File: config.mk
export PLATFORM = sky130hd
export DESIGN_NAME = pixel_dispatch_ctrl
export DESIGN_NICKNAME = d
export VERILOG_FILES = /design/src/rtl/work_dispatch_pkg.sv /design/src/rtl/rr_arbiter.sv /design/src/rtl/pixel_dispatch_ctrl.sv
export SDC_FILE = /design/constraint.sdc
export NUM_CORES = 1
export LEC_CHECK = 0
export ABC_AREA = 1
export ABC_CLOCK_PERIOD_IN_PS = 3000
export BUFFER_PORTS_ARGS = -buffer_cell sky130_fd_sc_hd__buf_2
export CORE_ASPECT_RATIO = 1.25
export CORE_UTILIZATION = 56
export DETAILED_ROUTE_END_ITERATION = 10
export GPL_TIMING_DRIVEN = 0
export PLACE_DENSITY_LB_ADDON = 0.2
export SYNTH_ARGS = -nofsm -noshare
export SYNTH_HDL_FRONTEND = slang
export SYNTH_HIERARCHICAL = 1
export SYNTH_SLANG_ARGS = --single-unit
File: constraint.sdc
create_clock -name clk -period 3 [get_ports clk]
set_clock_uncertainty 0.2 [all_clocks]
set_input_delay 0.15 -clock clk [delete_from_list [all_inputs] [get_ports clk]]
set_output_delay 0.15 -clock clk [all_outputs]
set_load 0.01 [all_outputs]
File: src/rtl/work_dispatch_pkg.sv
// work_dispatch_pkg: shared dispatcher types and default sizes
// Shared with the compute cores and the frame-buffer writer.
package work_dispatch_pkg;
    localparam int DEF_X_BITS    = 10;
    localparam int DEF_Y_BITS    = 10;
    localparam int DEF_NUM_CORES = 4;
    typedef enum logic [1:0] {IDLE, DISPATCH, DRAIN} state_t;
endpackage

File: src/rtl/rr_arbiter.sv
// rr_arbiter: combinational round-robin grant, search starts at ptr and ascends modulo NUM_CORES
// Ports: req  - request vector (core_ready)
//        ptr  - index searched first
//        en   - grant enable; gnt is zero when low
//        gnt  - one-hot grant
import work_dispatch_pkg::*;
module rr_arbiter #(
    parameter int  NUM_CORES = DEF_NUM_CORES,
    localparam int PW        = $clog2(NUM_CORES)
) (
    input  logic [NUM_CORES-1:0] req,
    input  logic [PW-1:0]        ptr,
    input  logic                 en,
    output logic [NUM_CORES-1:0] gnt
);
    logic          found;
    logic [PW-1:0] idx;
    always_comb begin
        gnt   = '0;
        found = 1'b0;
        idx   = '0;
        for (int i = 0; i < NUM_CORES; i++) begin
            idx = PW'((int'(ptr) + i) % NUM_CORES);
            if (en && !found && req[idx]) begin
                gnt[idx] = 1'b1;
                found    = 1'b1;
            end
        end
    end
endmodule

File: src/rtl/pixel_dispatch_ctrl.sv
// pixel_dispatch_ctrl: raster-scans a frame and hands each pixel to a ready core round-robin
// Ports: start/abort           - frame control (abort wins)
//        width_m1/height_m1    - frame size minus 1, latched on accepted start
//        core_ready            - per-core idle flags
//        grant                 - one-hot, core i takes px_x/px_y this cycle
//        px_x/px_y             - registered current pixel
//        busy                  - high in DISPATCH and DRAIN
//        done                  - one-cycle pulse, first cycle back in IDLE
import work_dispatch_pkg::*;
module pixel_dispatch_ctrl #(
    parameter int  X_BITS    = DEF_X_BITS,
    parameter int  Y_BITS    = DEF_Y_BITS,
    parameter int  NUM_CORES = DEF_NUM_CORES,
    localparam int PW        = $clog2(NUM_CORES)
) (
    input  logic                 clk,
    input  logic                 rst,
    input  logic                 start,
    input  logic                 abort,
    input  logic [X_BITS-1:0]    width_m1,
    input  logic [Y_BITS-1:0]    height_m1,
    input  logic [NUM_CORES-1:0] core_ready,
    output logic [NUM_CORES-1:0] grant,
    output logic [X_BITS-1:0]    px_x,
    output logic [Y_BITS-1:0]    px_y,
    output logic                 busy,
    output logic                 done
);
    state_t            state, state_nxt;
    logic [X_BITS-1:0] w_lat;
    logic [Y_BITS-1:0] h_lat;
    logic [PW-1:0]     ptr, gidx, ptr_nxt;
    logic              xfer, last, accept, finish, x_end;

    rr_arbiter #(.NUM_CORES(NUM_CORES)) u_arb (
        .req (core_ready),
        .ptr (ptr),
        .en  (state == DISPATCH && !abort),
        .gnt (grant)
    );

    assign xfer    = |grant;
    assign x_end   = px_x == w_lat;
    assign last    = x_end && px_y == h_lat;
    assign accept  = state == IDLE && start && !abort;
    assign finish  = state == DRAIN && !abort && &core_ready;
    assign busy    = state != IDLE;
    assign ptr_nxt = (gidx == PW'(NUM_CORES - 1)) ? '0 : gidx + 1'b1;

    always_comb begin
        gidx = '0;
        for (int i = 0; i < NUM_CORES; i++)
            if (grant[i]) gidx = PW'(i);
    end

    // xfer is only possible in DISPATCH, so it needs no state qualifier here
    always_comb begin
        state_nxt = state;
        state_nxt = abort           ? IDLE     :
                    accept          ? DISPATCH :
                    (xfer && last)  ? DRAIN    :
                    finish          ? IDLE     : state;
    end

    always_ff @(posedge clk) begin
        if (rst) begin
            state <= IDLE;
            px_x  <= '0;
            px_y  <= '0;
            w_lat <= '0;
            h_lat <= '0;
            ptr   <= '0;
            done  <= 1'b0;
        end else begin
            state <= state_nxt;
            done  <= finish;
            if (accept) begin
                w_lat <= width_m1;
                h_lat <= height_m1;
                px_x  <= '0;
                px_y  <= '0;
            end else if (xfer && !last) begin
                px_x <= x_end ? '0 : px_x + 1'b1;
                if (x_end) px_y <= px_y + 1'b1;
            end
            if (xfer) ptr <= ptr_nxt;
        end
    end
endmodule

======== Word level (Yosys, flattened, before mapping) ========
Index checks and enable logic that the tools add are counted.
operators by class
  $add $sub $neg .......................... 6
  multipliers ............................. 0
  divide/modulo/power cells ............... 0
  $lt $le $gt $ge ......................... 8
  eq/ne operators ......................... 5
  shift operators ......................... 0
  multiplexer cells ....................... 31
  bitwise gates (word level) .............. 3
  reductions and logical operators ........ 34
operators by type and width
  cell                     count
  $add A10 B1 Y10 const B  2
  $eq A10 B10 Y1           2
  $logic_and A1 B1 Y1      19
  $mux W4                  4
  $mux W1                  13
  $lt A2 B3 Y1 const B     4
  $or A4 B4 Y4             3
  $mux W10                 1
  $mux W2                  5
  $bmux W1 S2              4
  $demux W1 S2             4
  $ge A2 B1 Y1 const B     4
  $logic_not A1 Y1         5
  $add A2 B1 Y2 const B    2
  $add A2 B2 Y2 const B    2
  $eq A2 B2 Y1 const B     2
  $reduce_and A4 Y1        1
  $reduce_bool A2 Y1       2
  $reduce_or A2 Y1         2
  $reduce_or A4 Y1         1
  $reduce_bool A3 Y1       1
  $reduce_or A3 Y1         1
  $eq A2 B1 Y1 const B     1
  $logic_not A2 Y1         1
  $reduce_and A2 Y1        1
word-level totals
  flip-flop bits (word level) ............. 45
  bits in latches ......................... 0
  bits in writable memories ............... 0
  ROM bits ................................ 0
  bits of input ports ..................... 28
  output and inout port bits .............. 26
  memories kept ........................... 0

======== Depth between registers and ports, before layout ========
Gate-level depths: netlist (run 1).
  depth after elaboration ................. 21
  mapped depth ............................ 16
  gate-level depth less buffers ........... 15

======== Hierarchy ========
The synthesis (run 1) kept the hierarchy.
by module, submodules not included
  module               times used  cells each  area an instance (um^2)
  pixel_dispatch_ctrl  1           384         2507.4
  rr_arbiter           1           66          400.4

======== Worst setup path before layout (run 1) ========
No wires, ideal clock.
  path kind ............................... register to register
  start point ............................. reg ptr[0]
  end point ............................... reg px_x[9]
  setup time .............................. 0.071 ns
  arrival time ............................ 2.374 ns
  required time ........................... 2.729 ns
  slack ................................... 0.356 ns
  cell stages (with the launch flop) ...... 17
  buffers on the path ..................... 1
  clock period less this slack ............ 2.644 ns
  cells stage by stage .................... dfxtp_1 inv_2 ha_1 inv_1 nand3_2 nand2_1 inv_2 nor2_8 nand3_1 nand3_1 inv_1 nand4_1 clkbuf_4 inv_1 nor2_1 nand2_1 a21oi_1
on the way
  longest elaborated chain between the ends .. 18
  elaborated cells on any way between the ends .. 53
  classes of those cells .................. add/sub: 3; order compare: 8; mux: 23; bitwise: 3; reduce/logical: 16
ends and longest elaborated chain
  what                                                                   RTL line                   text
  from (decl)                                                            pixel_dispatch_ctrl.sv:32  logic [PW-1:0] ptr, gidx, ptr_nxt;
  from (signal assigned)                                                 pixel_dispatch_ctrl.sv:86  if (xfer) ptr <= ptr_nxt;
  parallel branches: the longest is 15 deep, another holds $lt A2 B3 Y1  --
  $mux W4 *                                                              rr_arbiter.sv:24           if (en && !found && req[idx]) begin
  named net grant[2]                                                     pixel_dispatch_ctrl.sv:23  output logic [NUM_CORES-1:0] grant,
  $reduce_or A4 Y1 *                                                     pixel_dispatch_ctrl.sv:42  assign xfer = |grant;
  $logic_and A1 B1 Y1 *                                                  pixel_dispatch_ctrl.sv:82  end else if (xfer && !last) begin
  to (signal assigned)                                                   pixel_dispatch_ctrl.sv:83  px_x <= x_end ? '0 : px_x + 1'b1;
  to (decl)                                                              pixel_dispatch_ctrl.sv:24  output logic [X_BITS-1:0] px_x,
Mark *: on every way through the listed nets, which the timed path passes. The select of a mux whose other input is x is not followed.
A chain may end at the register's enable or synchronous reset.

======== Worst setup path after layout (run 1) ========
  start point ............................. reg ptr[1]
  end point ............................... reg px_x[8]
on the way
  longest elaborated chain between the ends .. 18
  elaborated cells on any way between the ends .. 53
  classes of those cells .................. add/sub: 3; order compare: 8; mux: 23; bitwise: 3; reduce/logical: 16
ends and longest elaborated chain
  what                                                                   RTL line
  parallel branches: the longest is 15 deep, another holds $lt A2 B3 Y1  --
  $mux W4 *                                                              rr_arbiter.sv:24
  $reduce_or A4 Y1 *                                                     pixel_dispatch_ctrl.sv:42
  $logic_and A1 B1 Y1 *                                                  pixel_dispatch_ctrl.sv:82
Every way passes the cells marked *. The select of a mux whose other input is x is not followed.

==> results of run 1 <==
worst paths after layout:
kind,from,endpoint,cells after the start
hold reg to reg,h_lat[3]$_SDFFE_PP0P_,h_lat[3]$_SDFFE_PP0P_,2
setup reg to reg,ptr[1]$_SDFFE_PP0P_,px_x[8]$_SDFFE_PP0P_,16
setup / recovery,ptr[1]$_SDFFE_PP0P_,px_x[8]$_SDFFE_PP0P_,16
hold / removal,core_ready[1],state[1]$_SDFFE_PP0P_,4
cells by family (layout without fill, tap and decap cells):
logic type	Yosys count	count (layout)	synth area share, %
buffers and inverters	78	162	10.8
XOR/XNOR	12	12	3.61
adder cells (fa/ha/maj)	9	9	3.87
flip-flops	45	45	31.0
AND/OR/NAND/NOR	241	241	39.3
AO/OA/AOI/OAI	65	65	11.4
sequential cells by signal, summed over array words and instances (netlist names):
| register | count |
|---|---|
| ptr | 2 |
| done | 1 |
| state | 2 |
| px_x | 10 |
| w_lat | 10 |
| h_lat | 10 |
| px_y | 10 |
final cells by class:
| type | count | share of cell area (%) |
|---|---|---|
| Clock buffer | 6 | 2.30 |
| Buffer | 11 | 1.71 |
| Multi-Input combinational cell | 327 | 47.4 |
| Tap cell | 60 | 2.09 |
| Sequential cell | 45 | 25.3 |
| Clock inverter | 2 | 0.383 |
| Timing Repair Buffer | 76 | 13.8 |
| Inverter | 67 | 7.01 |
layout by cell type (no fill, tap or decap), types with 5 or more instances in the layout:
cell type	n
dfxtp_1	43
o21ai_0	24
inv_2	8
nand3_1	34
nor2_1	32
clkbuf_8	6
dlygate4sd3_1	23
nand3_2	5
inv_1	59
xor2_1	11
nand4_1	21
nor2_2	6
ha_1	9
nand2_1	126
a21oi_1	38
clkbuf_1	7
buf_2	54
metal layers:
metal  vias to the layer above  global-route usage, %  wire (um)
met4                         0                   10.6        105
met2                        82                   54.8       3860
met5                         -                      0          0
met3                        11                   5.08        287
li1                       1605                      -          -
met1                      1461                   31.2       3130
critical path: stages, from the launching register on:
cell and delay [ns]:
dfxtp_4 0.41, inv_1 0.11, ha_1 0.33, inv_1 0.10, nand3_2 0.12, nand2_1 0.09
inv_2 0.06, nor2_8 0.14, nand3_1 0.09, nand3_1 0.12, inv_1 0.08, nand4_1 0.18
buf_4 0.23, inv_1 0.07, nor2_2 0.17, nand2_1 0.07, a21oi_1 0.14
what timing repair did:
action                                 in CTS  in global routing
setup endpoints to repair                   4                 19
hold buffers                               23                  0
gates resized for setup                     1                  6
pin swaps                                   0                  0
endpoints found under the hold margin      24                  0
power groups by stage:
stage	Combinational (mW)	Clock (mW)	Sequential (mW)
4_1_cts	0.232	0.413	0.629
3_3_place_gp	0.205	0	0.642
5_1_grt	0.262	0.437	0.630
3_5_place_dp	0.209	0	0.643
6_report	0.234	0.407	0.628
2_1_floorplan	0.153	0	0.640
stage by stage:
stage               instances  power (mW)
floorplan                 450       0.794
global placement          563       0.848
detailed placement        563       0.852
CTS                       594        1.27
global route              594        1.33
finish                    594        1.27
==> impl_metrics.toml, run 1 <==
[layout]
final_layout_size_suffix_gt1_share_pct = 18.7
multi_input_area_um2 = 1700
regArea_um2 = 908
diodes = 0
area_growth_pct = 23.5
postLayoutCoreUtil_pct = 73.7
final_area_um2 = 3590
fillers = 406
fin_nets = 570

[clocking]
numClockSinks = 45
post_cts_buffers = 0
cts-root-buf = "clkbuf_8"
path_clk_slew_ns = 0.09
clockBufferDepth = 2
cts_tree = "done"
insertion_delay_ns = 0.31
htree_levels = 2
cts_buffers = 5

[critical_path]
critical_path_arrival_ns = 2.80
critPathKind = "reg2reg"
critPathLaunchType = "register"
end_kind = "register"
r2r_slack_ns = 0.23
cp_max_fo = 10
required_ns = 3.04

[worst_hold_path]
hold_class = "in2reg"

[sta]
setup_viol = 0
finalCritPeriodShare_pct = 92.3
rsz0062_at_grt = "no"
hold_violations = 0
fin_crit_ns = 2.77
setup_ws_ns = 0.231
final.setup.tns_ns = 0
max_freq_mhz = 361
slew_headroom_pct = 64.8
fin_hold_ws_ns = 0.0566
worstMarginPinSlew_ns = 0.528
slew_violations = 0

[grt]
antenna_found_initial = 0
grt_pass1_wl_mm = 12.2
gr-total-overflow = 0
grt_max_degree = 15
grt_pass1_vias = 2928
track_usage_pct = 28.8

[detailed_routing]
drtAntennaViolNets = 0
firstDrtPassIters = 6
totalWireLength_mm = 7.38
dr_total_vias = 3159
drc = 0
avgViaCountPerCell = 5.32
avgRoutedWirePerCell_um = 12.4
initialDrtViolationCount = 159

[logic_synthesis]
ys_types = 29
avgSynthCellArea_um2 = 6.46
synth_flop_cell = "dfxtp_1"
synth_top_area_share_pct = 31.0
synthesis.nets = 487
synth_top_cells_by_count = "nand2_1 (126), inv_1 (59), dfxtp_1 (45)"
ys_warn_count = 6
synth-seq-area-share_pct = 31.0
synth.most_common_cell = "nand2_1"
synthCells = 450
yosysTopAreaCell = "dfxtp_1"
ys_seq_elements = 45
syn_area_um2 = 2910
synthArstFlopShare_pct = 0
ys_top_cells_by_area = "dfxtp_1 (31%), nand2_1 (16%), inv_1 (7.6%)"
synth_enable_flop_cells = 0

[floorplan]
num_io_pins = 54
die_x_um = 66.5
start_util_pct = 59.7
die-area_um2 = 5490
die_y_um = 82.6
coreArea_um2 = 4870
rows = 28

[pwr]
vdd_drop_max_v = 0.000300
power_density_nw_per_um2 = 354
switchingPower_mw = 0.374
p_clk_share_pct = 32.1
seqPwrFrac_pct = 49.5
p_leak_nw = 1.69
power_frac_comb_pct = 18.4
p_int_mw = 0.895
p_sw_share_pct = 29.4

[status]
outcome = "complete, no violations"

[flow_run]
drv_cap = 0

[placement]
dpl_cell_area_um2 = 3250
gp_congestion = 0.892
pre_cts_ws_ns = 0.0225
portBuffers = 53
dp_hpwl_mm = 5.35
Power figures use the tool's default switching activity.
==> inputs of run 2 (changes only) <==
--- a/config.mk
+++ b/config.mk
@@ -5,11 +5,11 @@
 export SDC_FILE = /design/constraint.sdc
 export NUM_CORES = 1
 export LEC_CHECK = 0
-export ABC_AREA = 1
 export ABC_CLOCK_PERIOD_IN_PS = 3000
 export BUFFER_PORTS_ARGS = -buffer_cell sky130_fd_sc_hd__buf_2
 export CORE_ASPECT_RATIO = 1.25
-export CORE_UTILIZATION = 56
+export CORE_UTILIZATION = 57
+export CTS_BUF_LIST = sky130_fd_sc_hd__clkbuf_2 sky130_fd_sc_hd__clkbuf_4 sky130_fd_sc_hd__clkbuf_8
 export DETAILED_ROUTE_END_ITERATION = 10
 export GPL_TIMING_DRIVEN = 0
 export PLACE_DENSITY_LB_ADDON = 0.2
==> impl_metrics.toml, run 2 <==
[status]
outcome = "complete, but fails checks"
violations = "negative setup slack"

[logic_synthesis]
ys_warn_count = 6
synthCells = 325
synth_top_area_share_pct = 33.6
ys_top_cells_by_area = "dfxtp_1 (34%), nand2_1 (8.1%), a21oi_1 (7.3%)"
syn_area_um2 = 2680
yosysTopAreaCell = "dfxtp_1"
synth_flop_cell = "dfxtp_1"
synth-seq-area-share_pct = 33.6
synth_enable_flop_cells = 0
ys_seq_elements = 45
synthArstFlopShare_pct = 0
avgSynthCellArea_um2 = 8.25
synth.most_common_cell = "nand2_1"
ys_types = 48
synth_top_cells_by_count = "nand2_1 (58), dfxtp_1 (45), a21oi_1 (39)"
synthesis.nets = 362

[clocking]
numClockSinks = 45
clockBufferDepth = 2
cts-root-buf = "clkbuf_8"
cts_tree = "done"
path_clk_slew_ns = 0.09
insertion_delay_ns = 0.30
cts_buffers = 5
htree_levels = 2

[critical_path]
required_ns = 3.03
critPathLaunchType = "register"
critPathKind = "reg2reg"
cp_max_fo = 5
end_kind = "register"
critical_path_arrival_ns = 3.56

[flow_run]
drv_cap = 0

[grt]
grt_max_degree = 16
grt_pass1_wl_mm = 12.4
gr-total-overflow = 0
antenna_found_initial = 0
track_usage_pct = 31.6
grt_pass1_vias = 2781

[sta]
final.setup.tns_ns = -8.49
hold_violations = 0
finalCritPeriodShare_pct = 118
max_freq_mhz = 284
fin_crit_ns = 3.53
setup_viol = 23
setup_ws_ns = -0.526
slew_violations = 0
slew_headroom_pct = 50.1
rsz0062_at_grt = "yes"
worstMarginPinSlew_ns = 0.747

[detailed_routing]
avgViaCountPerCell = 6.01
drc = 0
drtAntennaViolNets = 0
avgRoutedWirePerCell_um = 16.0
firstDrtPassIters = 4
totalWireLength_mm = 7.75
dr_total_vias = 2907
initialDrtViolationCount = 217

[pwr]
switchingPower_mw = 0.387
power_density_nw_per_um2 = 351
power_frac_comb_pct = 22.1
p_clk_share_pct = 29.4
p_sw_share_pct = 30.1
vdd_drop_max_v = 0.000267
p_int_mw = 0.901
seqPwrFrac_pct = 48.5
p_leak_nw = 1.49

[placement]
portBuffers = 52
dpl_cell_area_um2 = 3050
gp_congestion = 0.894
dp_hpwl_mm = 4.80

[floorplan]
die-area_um2 = 4980
start_util_pct = 60.1
rows = 27
coreArea_um2 = 4460
num_io_pins = 54
die_x_um = 63.3
die_y_um = 78.7

[layout]
diodes = 0
fillers = 285
final_area_um2 = 3660
layout_common_cells = "buf_2 (58), nand2_1 (58), dfxtp_1 (43)"
final_layout_size_suffix_gt1_share_pct = 29.1
area_growth_pct = 36.7
fin_nets = 462

[worst_hold_path]
hold_class = "in2reg"
==> run 2: final cells by class <==
| class | instances | area, um2 | area share (%) |
|---|---|---|---|
| Buffer | 18 | 109 | 2.97 |
| Tap cell | 58 | 72.6 | 1.98 |
| Sequential cell | 45 | 908 | 24.8 |
| Timing Repair Buffer | 94 | 664 | 18.1 |
| Inverter | 11 | 48.8 | 1.33 |
| Clock buffer | 5 | 68.8 | 1.88 |
| Multi-Input combinational cell | 250 | 1770 | 48.3 |
| Clock inverter | 3 | 22.5 | 0.615 |
==> run 2: final timing paths <==
kind | depth (start not counted) | to | startpoint | slack, ns
worst min-delay path | 4 | state[1]$_SDFFE_PP0P_ | start | 0.02
worst max-delay path | 12 | px_y[5]$_SDFFE_PP0P_ | ptr[1]$_SDFFE_PP0P_ | -0.53
worst max register to register | 12 | px_y[5]$_SDFFE_PP0P_ | ptr[1]$_SDFFE_PP0P_ | -0.53
worst min register to register | 2 | w_lat[4]$_SDFFE_PP0P_ | w_lat[4]$_SDFFE_PP0P_ | 0.28
==> run 2: worst max-delay path: stages (launching register included) <==
cell,delay (ns)
dfxtp_4,0.38
inv_4,0.04
ha_4,0.27
mux4_2,0.53
buf_6,0.14
a2111oi_4,0.42
a221o_1,0.24
or4_4,0.15
and3_4,0.19
nand3_4,0.10
buf_6,0.16
or4_4,0.51
a21oi_2,0.15
==> run 2: through the flow <==
| step | std cells | setup WS (ns) | hold slack [ns] | utilization (%) | power (mW) |
|---|---|---|---|---|---|
| 4_1_cts | 482 | -0.474 | 0.0239 | 80.2 | 1.27 |
| 5_1_grt | 484 | -0.664 | 0.0469 | 82.2 | 1.34 |
| 6_report | 484 | -0.526 | 0.0200 | 82.2 | 1.29 |
| 2_1_floorplan | 325 | -0.468 | 0.0345 | - | 0.790 |
| 3_3_place_gp | 435 | -0.669 | 0.191 | 68.5 | 0.850 |
| 3_5_place_dp | 435 | -0.708 | 0.199 | 68.5 | 0.854 |
==> run 2: power groups by stage <==
stage	clock network (mW)	logic, mW	registers (mW)
2_1_floorplan	0	0.154	0.636
3_3_place_gp	0	0.210	0.640
3_5_place_dp	0	0.214	0.640
4_1_cts	0.387	0.264	0.624
5_1_grt	0.410	0.305	0.626
6_report	0.379	0.284	0.624
==> run 2: routing by layer <==
| metal | global-route usage, % | vias to the layer above | part of all wire, % |
|---|---|---|---|
| met4 | 19.8 | 0 | 4.2 |
| met1 | 32.4 | 1372 | 36 |
| met3 | 4.80 | 33 | 4.7 |
| met5 | 0 | - | 0 |
| li1 | - | 1379 | - |
| met2 | 58.8 | 123 | 55 |
==> run 2: cells by family after synthesis <==
kind of cell / share of synthesized area (%)
AOI/OAI and AO/OA: 18.5
xor gates and xnor gates: 6.53
adders and majority gates: 4.20
buffers and inverters: 5.51
DFF: 33.6
muxes: 5.41
and+or+nand+nor: 26.3
==> run 2: what timing repair did <==
action,4_1_cts,5_1_grt
hold endpoints to repair,23,0
buffers inserted,14,3
pin swaps,7,23
cloned,2,0
hold buffers,23,0
resized for setup,14,20
setup endpoints to repair,22,22
